[src/rtl/turn_signal_pkg.sv]
// ---------------------------------------------------------------------------
// turn_signal_pkg
// Shared constants and helpers for the turn-signal input conditioner.
//   SYNC_STAGES_DEF     : default synchronizer depth (two flops minimum).
//   DEBOUNCE_CYCLES_DEF : default number of consecutive disagreeing cycles
//                         needed before a debounced level flips.
//   REPEAT_CYCLES_DEF   : default auto-repeat period (TURN_REPEAT_EN builds).
//   cnt_width(n)        : bits needed to hold a count from 0 up to n.
// ---------------------------------------------------------------------------
package turn_signal_pkg;

  localparam int SYNC_STAGES_DEF     = 2;
  localparam int DEBOUNCE_CYCLES_DEF = 4;
  localparam int REPEAT_CYCLES_DEF   = 4;

  function automatic int cnt_width(input int n);
    return $clog2(n + 1);
  endfunction

endpackage

[src/rtl/turn_signal_conditioner_debouncer.sv]
// ---------------------------------------------------------------------------
// switch_debouncer
// One channel of the turn-lever conditioner: a SYNC_STAGES-deep synchronizer
// followed by a saturating debounce counter that owns the debounced level.
//
// Ports:
//   clock   in  system clock, rising edge
//   reset_n in  asynchronous active-low reset
//   sw      in  raw, asynchronous, possibly bouncing lever contact
//   level   out debounced lever level (registered)
//   flip    out high in the cycle whose closing edge toggles `level`;
//               the parent combines it with `level` to tell rise from fall
// ---------------------------------------------------------------------------
module switch_debouncer
  import turn_signal_pkg::*;
#(
  parameter int SYNC_STAGES     = SYNC_STAGES_DEF,
  parameter int DEBOUNCE_CYCLES = DEBOUNCE_CYCLES_DEF
) (
  input  logic clock,
  input  logic reset_n,
  input  logic sw,
  output logic level,
  output logic flip
);

  localparam int            CW   = cnt_width(DEBOUNCE_CYCLES);
  localparam logic [CW-1:0] LAST = CW'(DEBOUNCE_CYCLES - 1);

  logic [SYNC_STAGES-1:0] sync_q, sync_d;
  logic [CW-1:0]          cnt_q, cnt_d;
  logic                   level_q, level_d;
  logic                   sync_in;

  assign sync_in = sync_q[SYNC_STAGES-1];

  // NOTE: every signal driven here gets a value before any branch, so the
  // block stays purely combinational and no latch can be inferred.
  always_comb begin
    sync_d  = {sync_q[SYNC_STAGES-2:0], sw};
    cnt_d   = '0;
    level_d = level_q;
    flip    = 1'b0;
    if (sync_in != level_q) begin
      // The edge that would bring the count to DEBOUNCE_CYCLES flips the
      // level instead and restarts the count, so the counter never wraps.
      if (cnt_q == LAST) begin
        level_d = sync_in;
        flip    = 1'b1;
      end else begin
        cnt_d = cnt_q + 1'b1;
      end
    end
  end

  // NOTE: state flops use non-blocking assignments so every flop samples the
  // pre-edge value of the others, exactly like the hardware chain.
  always_ff @(posedge clock or negedge reset_n) begin
    if (!reset_n) begin
      sync_q  <= '0;
      cnt_q   <= '0;
      level_q <= 1'b0;
    end else begin
      sync_q  <= sync_d;
      cnt_q   <= cnt_d;
      level_q <= level_d;
    end
  end

  assign level = level_q;

endmodule

[src/rtl/turn_signal_conditioner.sv]
// ---------------------------------------------------------------------------
// turn_signal_conditioner
// Input stage ahead of the tail-light sequencer. Synchronizes and debounces
// the left/right turn-lever contacts and emits one-cycle request pulses on
// each debounced press. `left` and `right` are never high together; when
// both would pulse in the same cycle, left wins and the right request is
// dropped.
//
// Optional feature (macro TURN_REPEAT_EN): while a debounced level stays
// high and the levels do not conflict, the channel re-pulses every
// REPEAT_CYCLES cycles after its initial pulse. Without the macro exactly
// one pulse is produced per press and no repeat counters exist.
//
// Ports:
//   clock       in  system clock, rising edge
//   reset_n     in  asynchronous active-low reset
//   left_sw     in  raw left lever contact
//   right_sw    in  raw right lever contact
//   left        out one-cycle left request pulse (registered)
//   right       out one-cycle right request pulse (registered)
//   left_level  out debounced left level
//   right_level out debounced right level
//   conflict    out both debounced levels high
// ---------------------------------------------------------------------------
module turn_signal_conditioner
  import turn_signal_pkg::*;
#(
  parameter int SYNC_STAGES     = SYNC_STAGES_DEF,
  parameter int DEBOUNCE_CYCLES = DEBOUNCE_CYCLES_DEF
`ifdef TURN_REPEAT_EN
  ,
  parameter int REPEAT_CYCLES   = REPEAT_CYCLES_DEF
`endif
) (
  input  logic clock,
  input  logic reset_n,
  input  logic left_sw,
  input  logic right_sw,
  output logic left,
  output logic right,
  output logic left_level,
  output logic right_level,
  output logic conflict
);

  logic l_level, l_flip, r_level, r_flip;
  logic l_rise, r_rise;
  logic left_req, right_req;
  logic left_q, left_d, right_q, right_d;

  switch_debouncer #(
    .SYNC_STAGES    (SYNC_STAGES),
    .DEBOUNCE_CYCLES(DEBOUNCE_CYCLES)
  ) u_left_db (
    .clock  (clock),
    .reset_n(reset_n),
    .sw     (left_sw),
    .level  (l_level),
    .flip   (l_flip)
  );

  switch_debouncer #(
    .SYNC_STAGES    (SYNC_STAGES),
    .DEBOUNCE_CYCLES(DEBOUNCE_CYCLES)
  ) u_right_db (
    .clock  (clock),
    .reset_n(reset_n),
    .sw     (right_sw),
    .level  (r_level),
    .flip   (r_flip)
  );

  // A flip while the level is low is a 0->1 transition; falls never pulse.
  assign l_rise = l_flip & ~l_level;
  assign r_rise = r_flip & ~r_level;

`ifdef TURN_REPEAT_EN
  localparam int            RW    = cnt_width(REPEAT_CYCLES);
  localparam logic [RW-1:0] RLAST = RW'(REPEAT_CYCLES - 1);

  logic [RW-1:0] l_rep_q, l_rep_d, r_rep_q, r_rep_d;
  logic          l_rep_pulse, r_rep_pulse;
  logic          l_hold, r_hold, conflict_next;

  // A channel keeps repeating only if its level is high now and is not
  // falling on this edge, and the levels will not be in conflict after it.
  // Using the post-edge view suppresses a repeat on the very edge where the
  // level drops or the conflict begins.
  assign l_hold        = l_level & ~l_flip;
  assign r_hold        = r_level & ~r_flip;
  assign conflict_next = (l_level ^ l_flip) & (r_level ^ r_flip);

  always_comb begin
    l_rep_d     = '0;
    r_rep_d     = '0;
    l_rep_pulse = 1'b0;
    r_rep_pulse = 1'b0;
    if (l_hold && !conflict_next) begin
      if (l_rep_q == RLAST) l_rep_pulse = 1'b1;
      else                  l_rep_d     = l_rep_q + 1'b1;
    end
    if (r_hold && !conflict_next) begin
      if (r_rep_q == RLAST) r_rep_pulse = 1'b1;
      else                  r_rep_d     = r_rep_q + 1'b1;
    end
  end

  always_ff @(posedge clock or negedge reset_n) begin
    if (!reset_n) begin
      l_rep_q <= '0;
      r_rep_q <= '0;
    end else begin
      l_rep_q <= l_rep_d;
      r_rep_q <= r_rep_d;
    end
  end

  assign left_req  = l_rise | l_rep_pulse;
  assign right_req = r_rise | r_rep_pulse;
`else
  assign left_req  = l_rise;
  assign right_req = r_rise;
`endif

  // Left has priority; a colliding right request is dropped, not deferred.
  always_comb begin
    left_d  = left_req;
    right_d = right_req & ~left_req;
  end

  always_ff @(posedge clock or negedge reset_n) begin
    if (!reset_n) begin
      left_q  <= 1'b0;
      right_q <= 1'b0;
    end else begin
      left_q  <= left_d;
      right_q <= right_d;
    end
  end

  assign left        = left_q;
  assign right       = right_q;
  assign left_level  = l_level;
  assign right_level = r_level;
  assign conflict    = l_level & r_level;

endmodule
[config.mk]
export PLATFORM = sky130hd
export DESIGN_NAME = turn_signal_conditioner
export DESIGN_NICKNAME = d
export VERILOG_FILES = /design/src/rtl/turn_signal_pkg.sv /design/src/rtl/turn_signal_conditioner_debouncer.sv /design/src/rtl/turn_signal_conditioner.sv
export SDC_FILE = /design/constraint.sdc
export NUM_CORES = 1
export LEC_CHECK = 0
export BUFFER_PORTS_ARGS = -buffer_cell sky130_fd_sc_hd__buf_2
export CAP_MARGIN = 40
export CORE_UTILIZATION = 40
export CTS_CLUSTER_SIZE = 16
export DETAILED_ROUTE_END_ITERATION = 12
export GPL_TIMING_DRIVEN = 0
export PLACE_DENSITY = 0.61
export SLEW_MARGIN = 20
export SYNTH_ARGS = -nofsm -noshare
export SYNTH_HDL_FRONTEND = slang
export SYNTH_SLANG_ARGS = --single-unit
[constraint.sdc]
create_clock -name clock -period 1.05 [get_ports clock]
set_input_delay 0.0525 -clock clock [delete_from_list [all_inputs] [get_ports clock]]
set_output_delay 0.0525 -clock clock [all_outputs]
set_load 0.02 [all_outputs]
==> impl_results.md <==
* Router iterations before antenna repair at 2
* Startpoint types: flop
* Initial antenna violation count at 0
* Die width at 38.07 µm
* Largest net degree at the start of global routing at 15
* Yosys cell types at 12
* Total GRT Usage at 0.1455
* Die outline height at 38.07 µm
* Std-Cell Rows at 12
* Max FO, Critical Path at 3
* Reg2reg start: u_right_db.cnt_q[0]
* R2R depth at 3
* First-pass GRT wire length at 1331 µm
* CP endpoint kind: flop
* CP bufs+invs at 0
* IO Pins at 9
* LEAKAGE at 0.3352 nW
* Antenna diodes at 0
* Pins Over Slew Limit at 0
* PortBufs at 8
* Failing checks: setup timing
* Seq pwr share at 0.439
* Layout cell share with drive strength beyond 1 at 0.4792
* Finished Cell Area at 715.7 µm²
* Reg2reg setup slack at -40 ps
* DRT Wirelength at 799 µm
* Total Power at 1.744 mW
* Achievable clock frequency at 920.4 MHz
* Max IR drop VDD at 1.242 mV
* Worst path slowest cell: dfrtp_1
* Clock Tree Root: clkbuf_4
* Max cap viols at 0
* Most frequent cells in the layout: 14 x dfrtp_1, 7 x buf_2, 4 x nor3b_1
* Placer congestion estimate at 0.6209
* Core Area at 1156 µm²
* Post-route ant nets at 0
* Syn Area/Cell at 16.79 µm²
* Post-Syn Area at 520.5 µm²
* Family with the most delay on the worst path: flip-flops
* Final Hold Fails at 0
* Synth-to-layout area growth at 37.50%
* CTS tree: built
* CTS H-tree depth at 1
* Vias per cell at 4.839
* Clock Latency Late Sink at 270 ps
* Reg-to-Reg End: u_right_db.level
* Placed cell area at 590.6 µm²
* Slew @ Worst Pin at 293.0 ps
* DRC errors left at 0
* CTS sink count at 14
* Final setup viols at 3
* Yosys warns at 0
* DR WL/cell at 12.89 µm
* Worst hold path type: in -> async
* Int Power at 1.210 mW
* Syn nets at 37
* Relative slew slack at 0.8047
* Non-Filler Instances at 62
* Setup slack after layout at -36.44 ps
* Crit path cell chain: ha_4 -> nand2b_4 -> mux2_4
* Nets at 55
* Worst setup path class: reg -> reg
* Crit path required time at 1210 ps
* Cts bufs inserted at 3
* Vias in the first global route at 334
* Final Cycle Share at 1.035
* Switching Share at 0.3059
* Combinational fraction of design power at 0.349
* Initial core utilization at 0.4502
* Vias at 300
* DR iter-0 viols at 1
* Sequential-to-total area share from yosys stat at 0.6731
* Max incr delay on CP at 420 ps
* Gate Count Post-Synth at 31
* Final core occ at 0.6190
* Worst Skew at 1.269 ps
* Switching pwr at 0.5334 mW
* FF+latch count, synth at 14
* Arr. time, crit path at 1250 ps
* Max clock buf depth at 2
* Reg clk slew, reported paths at 80 ps
* Status: finished with violations
* Tmin final at 1086 ps
* Dpl cells at 53
* Final hold slack at 201.4 ps
* Most common cell after layout, fill and taps aside: dfrtp_1
* Die area at 1449 µm²
* Unrepaired setup endpoints after global routing: yes
* Pwr/cell area at 2437 nW/µm²
* Clock power share at 0.211
* Gr ovfl total at 0
==> power by group through the flow <==
| stage | clock network [mW] | registers, mW | logic [mW] |
|---|---|---|---|
| floorplan | 0 | 0.794 | 0.287 |
| global placement | 0 | 0.746 | 0.435 |
| detailed placement | 0 | 0.758 | 0.466 |
| CTS | 0.383 | 0.751 | 0.591 |
| global route | 0.411 | 0.781 | 0.666 |
| finish | 0.368 | 0.766 | 0.609 |
==> cell usage after synthesis <==
master | count | area share
mux2_2 | 2 | 0.043
ha_1 | 2 | 0.048
nor3b_1 | 4 | 0.058
nor4b_2 | 1 | 0.029
and2b_1 | 1 | 0.014
dfrtp_1 | 14 | 0.67
and2_2 | 1 | 0.014
and3b_1 | 1 | 0.017
nand2b_4 | 1 | 0.026
xnor2_1 | 2 | 0.034
and4bb_4 | 1 | 0.031
nand2b_1 | 1 | 0.012
==> through the flow <==
stage	TNS (ps)	worst slack, ps
2_1_floorplan	-4.873	-4.873
3_3_place_gp	-24.92	-24.92
3_5_place_dp	-94.85	-63.94
4_1_cts	-80.23	-39.52
5_1_grt	-240.1	-61.97
6_report	-82.07	-36.44
==> worst max-delay path by stage <==
stage / slack [ps] / endpoint / depth (start not counted) / start
floorplan: -5 / u_left_db.level / 3 / u_left_db.cnt_q[0]
detailed placement: -60 / u_left_db.level / 3 / u_left_db.cnt_q[0]
global route: -60 / u_right_db.level / 3 / u_right_db.cnt_q[0]
finish: -40 / u_right_db.level / 3 / u_right_db.cnt_q[0]
global placement: -20 / u_left_db.level / 3 / u_left_db.cnt_q[0]
CTS: -40 / right / 3 / u_left_db.cnt_q[1]
==> layout make-up <==
class / instances / area (µm²)
fill: 90 / 440.4
sequential: 14 / 350.3
multi-input combinational: 17 / 220.2
timing repair buffer: 13 / 91.34
clock buffer: 4 / 36.28
tap: 14 / 17.52
==> worst register-to-register path, delay by kind of cell, from the launching register on <==
| family | cells | cell delay, ps |
|---|---|---|
| adders and majority gates | 1 | 180 |
| DFF | 1 | 420 |
| muxes | 1 | 290 |
| and+or+nand+nor | 1 | 80 |
==> cell families (layout without fill, tap and decap cells) <==
family / count (synthesis) / in the layout / synth area share
XOR/XNOR: 2 / 2 / 0.03366
AND/OR/NAND/NOR: 11 / 11 / 0.2019
adder cells (fa/ha/maj): 2 / 2 / 0.04807
flip-flops: 14 / 14 / 0.6731
multiplexers: 2 / 2 / 0.04327
buffers and inverters: 0 / 17 / 0
==> sequential cells by signal, indices dropped and copies added (netlist names) <==
register           flops
u_right_db.sync_q      2
u_left_db.sync_q       2
u_right_db.cnt_q       3
right                  1
left                   1
u_left_db.cnt_q        3
u_right_db.level       1
u_left_db.level        1
==> routing by layer <==
metal / wire length (µm) / up-vias / part of all wire / track usage
li1: - / 142 / - / -
met1: 335 / 147 / 0.42 / 0.1323
met2: 427 / 9 / 0.53 / 0.2712
met3: 31 / 2 / 0.039 / 0.01744
met4: 6 / 0 / 0.0075 / 0.1339
met5: 0 / - / 0 / 0
==> repair_timing <==
item                                   in CTS  in global routing
gates resized for setup                     5                  2
hold buffers                                3                  0
setup endpoints to repair                   4                  5
endpoints found under the hold margin      16                  0
buffers inserted                            2                  0
Power figures use the tool's default switching activity.
